[src/rtl/fetch_ctrl_if.sv]
// Signal bundle between fetch_ctrl, instruction memory, the redirect source and decode.
interface fetch_ctrl_if;
    // fetch_req is a one-cycle strobe and the memory answers exactly once with
    // fetch_data_valid; decode takes inst when inst_valid=1 and stall=0 on the same edge.
    logic        en;
    logic        fetch_req;
    logic [31:0] fetch_addr;
    logic        fetch_data_valid;
    logic [31:0] request_data;
    logic        redirect_valid;
    logic [31:0] redirect_pc;
    logic        stall;
    logic        inst_valid;
    logic [31:0] inst;
    logic [31:0] inst_pc;
    logic        pc_sel;
    logic        kill;

    modport master (
        input  en, fetch_data_valid, request_data, redirect_valid, redirect_pc, stall,
        output fetch_req, fetch_addr, inst_valid, inst, inst_pc, pc_sel, kill
    );

    modport slave (
        output en, fetch_data_valid, request_data, redirect_valid, redirect_pc, stall,
        input  fetch_req, fetch_addr, inst_valid, inst, inst_pc, pc_sel, kill
    );
endinterface

[src/rtl/fetch_ctrl.sv]
// Single-outstanding fetch sequencer: owns the PC, squashes stale responses, feeds decode.
// Optional FETCH_CTRL_PERF_EN adds fetch/squash event counters.
module fetch_ctrl #(
    parameter logic [31:0] RESET_PC = 32'h0000_0000,
    parameter logic [31:0] NOP_INST = 32'h0000_0013
) (
    input  logic         clk_i,
    input  logic         rst_i,
    fetch_ctrl_if.master bus,
    output logic [2:0]   state_o
`ifdef FETCH_CTRL_PERF_EN
    ,
    output logic [31:0]  perf_fetch_cnt_o,
    output logic [31:0]  perf_squash_cnt_o
`endif
);

    typedef enum logic [2:0] {
        ST_IDLE  = 3'd0,
        ST_REQ   = 3'd1,
        ST_WAIT  = 3'd2,
        ST_HOLD  = 3'd3,
        ST_DRAIN = 3'd4
    } state_e;

    localparam logic [31:0] RESET_PC_ALIGNED = {RESET_PC[31:2], 2'b00};

    state_e      state_q, state_d;
    logic [31:0] pc_q, pc_d;
    logic        fetch_req_q, fetch_req_d;
    logic [31:0] fetch_addr_q, fetch_addr_d;
    logic        inst_valid_q, inst_valid_d;
    logic [31:0] inst_q, inst_d;
    logic [31:0] inst_pc_q, inst_pc_d;
    logic        kill_q, kill_d;
    logic        consume;
    logic        squash_resp;
    logic        drop_valid;
    logic        fetch_en;
    logic [31:0] redirect_target;

    assign fetch_en        = bus.en;
    assign redirect_target = {bus.redirect_pc[31:2], 2'b00};

    always_comb begin
        state_d      = state_q;
        pc_d         = pc_q;
        inst_valid_d = inst_valid_q;
        inst_d       = inst_q;
        inst_pc_d    = inst_pc_q;
        consume      = 1'b0;
        squash_resp  = 1'b0;
        drop_valid   = 1'b0;

        if (bus.redirect_valid) begin
            pc_d         = redirect_target;
            inst_valid_d = 1'b0;
            inst_d       = NOP_INST;
            drop_valid   = inst_valid_q;
            case (state_q)
                ST_IDLE, ST_HOLD: state_d = fetch_en ? ST_REQ : ST_IDLE;
                ST_REQ:           state_d = ST_DRAIN;
                ST_WAIT, ST_DRAIN: begin
                    // A response landing with the redirect is the stale one; nothing is left in flight.
                    if (bus.fetch_data_valid) begin
                        squash_resp = 1'b1;
                        state_d     = fetch_en ? ST_REQ : ST_IDLE;
                    end else begin
                        state_d = ST_DRAIN;
                    end
                end
                default:          state_d = ST_IDLE;
            endcase
        end else begin
            case (state_q)
                ST_IDLE: if (fetch_en) state_d = ST_REQ;
                ST_REQ:  state_d = ST_WAIT;
                ST_WAIT: begin
                    if (bus.fetch_data_valid) begin
                        inst_d       = bus.request_data;
                        inst_pc_d    = pc_q;
                        inst_valid_d = 1'b1;
                        pc_d         = pc_q + 32'd4;
                        state_d      = ST_HOLD;
                    end
                end
                ST_HOLD: begin
                    if (!bus.stall) begin
                        consume      = 1'b1;
                        inst_valid_d = 1'b0;
                        inst_d       = NOP_INST;
                        state_d      = fetch_en ? ST_REQ : ST_IDLE;
                    end
                end
                ST_DRAIN: begin
                    if (bus.fetch_data_valid) begin
                        squash_resp = 1'b1;
                        state_d     = fetch_en ? ST_REQ : ST_IDLE;
                    end
                end
                default: state_d = ST_IDLE;
            endcase
        end

        fetch_req_d  = (state_d == ST_REQ);
        fetch_addr_d = fetch_req_d ? pc_d : fetch_addr_q;
        kill_d       = bus.redirect_valid;
    end

    always_ff @(posedge clk_i) begin
        if (rst_i) begin
            state_q      <= ST_IDLE;
            pc_q         <= RESET_PC_ALIGNED;
            fetch_req_q  <= 1'b0;
            fetch_addr_q <= RESET_PC_ALIGNED;
            inst_valid_q <= 1'b0;
            inst_q       <= NOP_INST;
            inst_pc_q    <= RESET_PC_ALIGNED;
            kill_q       <= 1'b0;
        end else begin
            state_q      <= state_d;
            pc_q         <= pc_d;
            fetch_req_q  <= fetch_req_d;
            fetch_addr_q <= fetch_addr_d;
            inst_valid_q <= inst_valid_d;
            inst_q       <= inst_d;
            inst_pc_q    <= inst_pc_d;
            kill_q       <= kill_d;
        end
    end

    assign bus.fetch_req  = fetch_req_q;
    assign bus.fetch_addr = fetch_addr_q;
    assign bus.inst_valid = inst_valid_q;
    assign bus.inst       = inst_q;
    assign bus.inst_pc    = inst_pc_q;
    assign bus.pc_sel     = ~inst_valid_q;
    assign bus.kill       = kill_q;
    assign state_o        = state_q;

`ifdef FETCH_CTRL_PERF_EN
    logic [31:0] perf_fetch_cnt_q;
    logic [31:0] perf_squash_cnt_q;

    // At most one squash event per cycle: a valid instruction only exists in HOLD, where no response is legal.
    always_ff @(posedge clk_i) begin
        if (rst_i) begin
            perf_fetch_cnt_q  <= 32'd0;
            perf_squash_cnt_q <= 32'd0;
        end else begin
            perf_fetch_cnt_q  <= perf_fetch_cnt_q + {31'd0, consume};
            perf_squash_cnt_q <= perf_squash_cnt_q + {31'd0, squash_resp | drop_valid};
        end
    end

    assign perf_fetch_cnt_o  = perf_fetch_cnt_q;
    assign perf_squash_cnt_o = perf_squash_cnt_q;
`else
    logic unused_perf;
    assign unused_perf = ^{consume, squash_resp, drop_valid};
`endif

endmodule

[src/flat_wrapper.sv]
// flat-port wrapper written by rule: the top's interface ports become plain ports
module fetch_ctrl_flat 
#(
    parameter logic [31:0] RESET_PC = 32'h0000_0000,
    parameter logic [31:0] NOP_INST = 32'h0000_0013
)
  (clk_i, rst_i, state_o, bus_en, bus_fetch_data_valid, bus_request_data, bus_redirect_valid, bus_redirect_pc, bus_stall, bus_fetch_req, bus_fetch_addr, bus_inst_valid, bus_inst, bus_inst_pc, bus_pc_sel, bus_kill);
  fetch_ctrl_if bus_i ();
  input  logic clk_i;
  input  logic rst_i;
  output logic [2:0] state_o;
  input wire logic [$bits(bus_i.en)-1:0] bus_en;
  input wire logic [$bits(bus_i.fetch_data_valid)-1:0] bus_fetch_data_valid;
  input wire logic [$bits(bus_i.request_data)-1:0] bus_request_data;
  input wire logic [$bits(bus_i.redirect_valid)-1:0] bus_redirect_valid;
  input wire logic [$bits(bus_i.redirect_pc)-1:0] bus_redirect_pc;
  input wire logic [$bits(bus_i.stall)-1:0] bus_stall;
  output wire logic [$bits(bus_i.fetch_req)-1:0] bus_fetch_req;
  output wire logic [$bits(bus_i.fetch_addr)-1:0] bus_fetch_addr;
  output wire logic [$bits(bus_i.inst_valid)-1:0] bus_inst_valid;
  output wire logic [$bits(bus_i.inst)-1:0] bus_inst;
  output wire logic [$bits(bus_i.inst_pc)-1:0] bus_inst_pc;
  output wire logic [$bits(bus_i.pc_sel)-1:0] bus_pc_sel;
  output wire logic [$bits(bus_i.kill)-1:0] bus_kill;
  assign bus_i.en = bus_en;
  assign bus_i.fetch_data_valid = bus_fetch_data_valid;
  assign bus_i.request_data = bus_request_data;
  assign bus_i.redirect_valid = bus_redirect_valid;
  assign bus_i.redirect_pc = bus_redirect_pc;
  assign bus_i.stall = bus_stall;
  assign bus_fetch_req = bus_i.fetch_req;
  assign bus_fetch_addr = bus_i.fetch_addr;
  assign bus_inst_valid = bus_i.inst_valid;
  assign bus_inst = bus_i.inst;
  assign bus_inst_pc = bus_i.inst_pc;
  assign bus_pc_sel = bus_i.pc_sel;
  assign bus_kill = bus_i.kill;
  fetch_ctrl #(.RESET_PC(RESET_PC), .NOP_INST(NOP_INST)) u_core (.clk_i(clk_i), .rst_i(rst_i), .bus(bus_i), .state_o(state_o));
endmodule
[config.mk]
export PLATFORM = sky130hd
export DESIGN_NAME = fetch_ctrl_flat
export DESIGN_NICKNAME = d
export VERILOG_FILES = /design/src/rtl/fetch_ctrl_if.sv /design/src/rtl/fetch_ctrl.sv /design/src/flat_wrapper.sv
export SDC_FILE = /design/constraint.sdc
export NUM_CORES = 1
export LEC_CHECK = 0
export BUFFER_PORTS_ARGS = -buffer_cell sky130_fd_sc_hd__buf_2
export CORE_ASPECT_RATIO = 0.6
export CORE_MARGIN = 1.5
export CORE_UTILIZATION = 51
export CTS_CLUSTER_SIZE = 16
export DETAILED_ROUTE_END_ITERATION = 12
export PLACE_DENSITY = 0.8
export SLEW_MARGIN = 20
export SYNTH_ARGS = -nofsm -noshare
export SYNTH_HDL_FRONTEND = slang
export SYNTH_SLANG_ARGS = --single-unit
[constraint.sdc]
create_clock -name clk_i -period 2 [get_ports clk_i]
set_input_delay 0.1 -clock clk_i [delete_from_list [all_inputs] [get_ports clk_i]]
set_output_delay 0.1 -clock clk_i [all_outputs]
set_load 0.02 [all_outputs]
---- Word-level counts from Yosys, hierarchy flattened ----
Cells that the tools add are included.
W data, S select, Z words.
word-level totals
  register bits ........................... 134
  latch bits .............................. 0
  bits in writable memories ............... 0
  memory bits (read-only) ................. 0
  input bits .............................. 70
  output and inout bits ................... 103
  word-level logic and storage cells ...... 43
  memories kept ........................... 0
operators by class
  add/sub/neg operators ................... 1
  multipliers ............................. 0
  div/mod/pow operators ................... 0
  magnitude comparators ................... 0
  equality and inequality tests ........... 7
  shifts and indexed selects .............. 0
  muxes and demuxes ....................... 18
  bitwise operators ....................... 2
  reductions and logical operators ........ 7
operators by type and width
  kind                     count
  $mux W32                 5
  $pmux W32 S2             1
  $add A32 B3 Y32 const B  1
  $mux W3                  6
  $pmux W3 S5              1
  $pmux W3 S3              1
  $eq A3 B1 Y1 const B     2
  $eq A3 B2 Y1 const B     2
  $reduce_and A3 Y1        2
  $reduce_or A2 Y1         3
  $ne A2 B2 Y1 const B     2
  $eq A3 B3 Y1 const B     1
  $logic_not A3 Y1         1
  $mux W1                  3
  $not A1 Y1               2
  $pmux W1 S2              1
  $reduce_bool A2 Y1       1

---- Longest topological paths before layout ----
  word-level depth ........................ 5
  mapped depth ............................ 8
  gate-level depth less buffers ........... 7

---- Worst setup path after synthesis ----
OpenSTA, ideal clock, no wires.
  kind .................................... register to register
  start ................................... reg u_core.state_q[1] (netlist: u_core.state_o[1])
  end ..................................... reg u_core.fetch_addr_q[29] (netlist: u_core.bus.fetch_addr[29])
  library setup time ...................... 117 ps
  arrival time ............................ 1835 ps
  required time ........................... 1883 ps
  path slack .............................. 48 ps
  stages on the path, launching flop included .. 8
  path buffers ............................ 1
  period minus slack after synthesis ...... 1952 ps
  path through ............................ dfxtp_1 -> nand4bb_1 -> buf_2 -> nor4_4 -> nand4_1 -> xnor2_1 -> o21a_1 -> o22a_1
on the way
  cells in the longest elaborated chain, start to end .. 5
  elaborated cells on any way between the ends .. 17
  those cells by class .................... eq/ne: 5; mux: 9; reduce/logical: 3
ends and longest elaborated chain
  what                                  RTL line                            text
  from (decl)                           fetch_ctrl.sv:28                    state_e state_q, state_d;
  from (signal assigned)                fetch_ctrl.sv:121                   state_q <= state_d;
  $eq A3 B2 Y1 (tied with other cells)  fetch_ctrl.sv:60, fetch_ctrl.sv:75
  $reduce_or A2 Y1                      fetch_ctrl.sv:60                    case (state_q)
  $pmux W3 S3                           fetch_ctrl.sv:60
  $mux W3                               fetch_ctrl.sv:55                    if (bus.redirect_valid) begin
  $eq A3 B1 Y1                          fetch_ctrl.sv:105                   fetch_req_d = (state_d == ST_REQ);
  to (signal assigned)                  fetch_ctrl.sv:124                   fetch_addr_q <= fetch_addr_d;
  to (decl)                             fetch_ctrl.sv:31                    logic [31:0] fetch_addr_q, fetch_addr_d;
Parallel ways exist; a longest one is shown, timed or not.
A chain may end at the register's enable or synchronous reset.

---- Final worst setup path ----
  start ................................... reg u_core.state_q[2] (netlist: u_core.state_o[2])
  end ..................................... reg u_core.fetch_addr_q[30] (netlist: u_core.bus.fetch_addr[30])
Same word-level chain as after synthesis.

==> impl_metrics.toml <==
[final_layout]
drive_gt1_share_pct = 31.2
fillers = 650
fin_cells = 990
final_nets = 913
final_util_pct = 76.9
antenna_cells = 0
area_growth_pct = 44.0

[power_and_ir_drop]
power.density_nw_per_um2 = 905
p_comb_share_pct = 10.3
power_switching_share_pct = 24.2
p_clk_share_pct = 48.7
power.switching_mw = 1.69
p_leak_nw = 3.51
peakVddDrop_mv = 0.671
power_frac_seq_pct = 41.0
p_int_mw = 5.30

[routing]
post-route-drc-count = 0
wl_per_cell_um = 17.7
vias = 5656
drtIter0Drc = 527
wl_mm = 17.6
ant_nets = 0
drt_pass1_iterations = 5
routed_via_density = 5.71

[status]
status = "finished, final reports clean"

[die]
die_h_um = 82.5
core-area_sq_um = 10100
die-width_um = 136
io_pins = 173
start_util_pct = 53.4
die-area_sq_um = 11200
rows = 28

[sta]
rsz0062_at_grt = "true"
fmax_mhz = 501
hold_violations = 0
tightestPinTransition_ns = 0.635
fin_ws_ns = 0.00409
finClkSkew_ns = 0.0117
slew_headroom_pct = 57.7
slew_viol_final = 0
finalSetupViolCount = 0
min_period_over_period_pct = 99.8
fin_crit_ns = 2.00
final.setup.tns_ns = 0

[synthesis]
synthDistinctLibCells = 48
ys_seq_area_share_pct = 49.9
synth_cells = 607
synth_flop_cell = "dfxtp_1"
syn_nets = 678
synth-seq-cells = 134
yosys_warnings = 0
synth_edf_count = 0
synth_top_area_share_pct = 49.9
yosysTopAreaCell = "dfxtp_1"
ys_async_sr_fraction_pct = 0
synth.area.top_cells = "dfxtp_1, nand2_1, a21oi_1"
synth.avg_cell_area_sq_um = 8.85
syn-cell-area_sq_um = 5370

[clock_tree]
ctsLongestPathBuffers = 2
numCtsBuffers = 17
root_buffer = "clkbuf_16"
htreeDepth = 4
clk_latency_ns = 0.43
path_clk_slew_ns = 0.06
cts_tree = "done"
cts.sinks = 134

[worst_setup_path]
startpoint_type = "flip-flop"
cp.required_ns = 2.35
reg2reg_depth = 7
critical_path.max_fanout = 4
path_cells = "and4bb_2 > nand4_4 > buf_12 > nor4_4 > xor2_1 > o211ai_1 > a21oi_1"
worst_r2r_endpoint = "u_core.bus.fetch_addr[30]$_SDFFE_PP0N_"
r2r-start = "u_core.state_o[2]$_SDFF_PP0_"
path_depth = 7
critical_path.slowest_cell = "and4bb_2"
critPathBufInv = 1
end_kind = "flip-flop"
arrival_ns = 2.35
rrSetupSlack_ns = 0.004
critPathTopFamily = "simple AND/OR/NAND/NOR gates"
slowest_delay_ns = 0.37
path_class = "reg -> reg"

[global_routing]
track_usage_pct = 31.2
grt_pass1_vias = 5288
grt_pass1_wl_mm = 26.4
grt_max_degree = 58
grt_overflow = 0
antenna_found_initial = 0

[flow_run]
cap_viol_max_count = 0

[placed_design]
gp_congestion = 0.836
post-place-cells = 903
dpl.hpwl_mm = 11.3
place_ws_ns = -0.0961
port_buffers = 170

[worst_hold_path]
hp-start = "bus_redirect_pc[5]"
hold_class = "in -> reg"
min_path_cells = 3
hold_end = "u_core.pc_q[5]$_SDFF_PP0_"
## power by group through the flow
stage                     Combinational (mW)  Sequential, mW  Clock, mW
after floorplan                        0.278            2.98          0
after global placement                 0.590            2.91          0
after detailed placement               0.613            2.91          0
after CTS                              0.698            2.86       3.42
after global routing                   0.772            2.87       3.56
final                                  0.722            2.87       3.41
## tightest hold or removal path, delay by kind of cell
family | cells | cell delay (ns)
multiplexers | 1 | 0.13
AND/OR/NAND/NOR | 1 | 0.08
buffers and inverters | 1 | 0.10
## synthesized netlist by cell type, drive strengths merged (7+ instances only)
library cell  number
buf               12
and2               7
nor3              14
nand2             89
and3               8
a22oi             30
o21ai             15
nand4             11
nand3             27
inv               11
xnor2             17
o22a              11
mux2i              7
nor2              62
xor2              12
nor2b             15
clkbuf            31
dfxtp            134
o41ai              8
a21oi             48
## kinds of logic (layout without fill, tap and decap cells)
family          Yosys count  in the layout  synth area share (%)
compound gates          127            127                  16.1
simple gates            255            255                  23.6
mux                       7              7                  1.30
flops                   134            134                  49.9
buf+inv                  54            302                  4.15
xor+xnor                 29             29                  4.73
fa+ha+maj                 1              1                 0.233
## per-layer routing
metal  global-route usage [%]  share of wire [%]
met1                     38.4                 41
met2                     52.6                 48
met3                     8.36                8.4
met4                     13.7                3.1
met5                        0                  0
## how the worst max path moves through the flow
| stage | from | end | slack [ns] |
|---|---|---|---|
| global placement | u_core.state_o[2]$_SDFF_PP0_ | u_core.bus.fetch_addr[25]$_SDFFE_PP0N_ | 0.02 |
| detailed placement | u_core.state_o[2]$_SDFF_PP0_ | u_core.bus.fetch_addr[13]$_SDFFE_PP0N_ | -0.1 |
| finish | u_core.state_o[2]$_SDFF_PP0_ | u_core.bus.fetch_addr[30]$_SDFFE_PP0N_ | 0.004 |
| CTS | u_core.pc_q[2]$_SDFF_PP0_ | u_core.bus.fetch_addr[22]$_SDFFE_PP0N_ | 0.01 |
| floorplan | u_core.state_o[1]$_SDFF_PP0_ | u_core.bus.fetch_addr[29]$_SDFFE_PP0N_ | 0.05 |
| global route | u_core.state_o[2]$_SDFF_PP0_ | u_core.bus.fetch_addr[30]$_SDFFE_PP0N_ | -0.08 |
## metrics by stage
stage / hold slack, ns / area, sq um / power, mW
after floorplan: 0.209 / 5370 / 3.26
after global placement: 0.310 / 6500 / 3.50
after detailed placement: 0.319 / 6500 / 3.53
after CTS: 0.00748 / 7680 / 6.97
after global routing: 0.0609 / 7730 / 7.20
final: 0.0482 / 7730 / 7.00
## final cells by class
| type | count | area, sq um | share of cell area, % |
|---|---|---|---|
| Sequential cell | 134 | 2690 | 34.8 |
| Multi-Input combinational cell | 419 | 2520 | 32.6 |
| Timing Repair Buffer | 259 | 1680 | 21.7 |
| Clock buffer | 19 | 433 | 5.60 |
| Clock inverter | 13 | 205 | 2.65 |
| Tap cell | 135 | 169 | 2.18 |
| Inverter | 11 | 41.3 | 0.534 |
## timing repair
item | in CTS | in global routing
hold buffers | 53 | 0
setup buffers | 1 | 1
hold endpoints to repair | 55 | 0
resized for setup | 2 | 17
endpoints found under the setup margin | 14 | 35
pin swaps | 1 | 7
## flip-flops by register name (all words and copies together), names as in the netlist
name                   cells
u_core.state_o             3
u_core.bus.inst_valid      1
u_core.bus.kill            1
u_core.bus.inst           32
u_core.bus.fetch_req       1
u_core.bus.fetch_addr     32
u_core.bus.inst_pc        32
u_core.pc_q               32
## cells in the final DEF (no fill, tap or decap), types with 7 or more instances in the layout
master	n
nand3_1	27
inv_1	11
a22oi_1	30
and3_1	8
a21oi_1	48
nand4_1	10
nor3_1	12
buf_4	34
dlygate4sd3_1	53
clkbuf_16	17
xnor2_1	17
dfxtp_1	129
nor2_1	60
mux2i_1	7
o21ai_0	12
nand2_1	88
nor2b_1	15
o22a_1	11
buf_2	170
xor2_1	12
No activity file was read; power rests on OpenSTA's default activity.
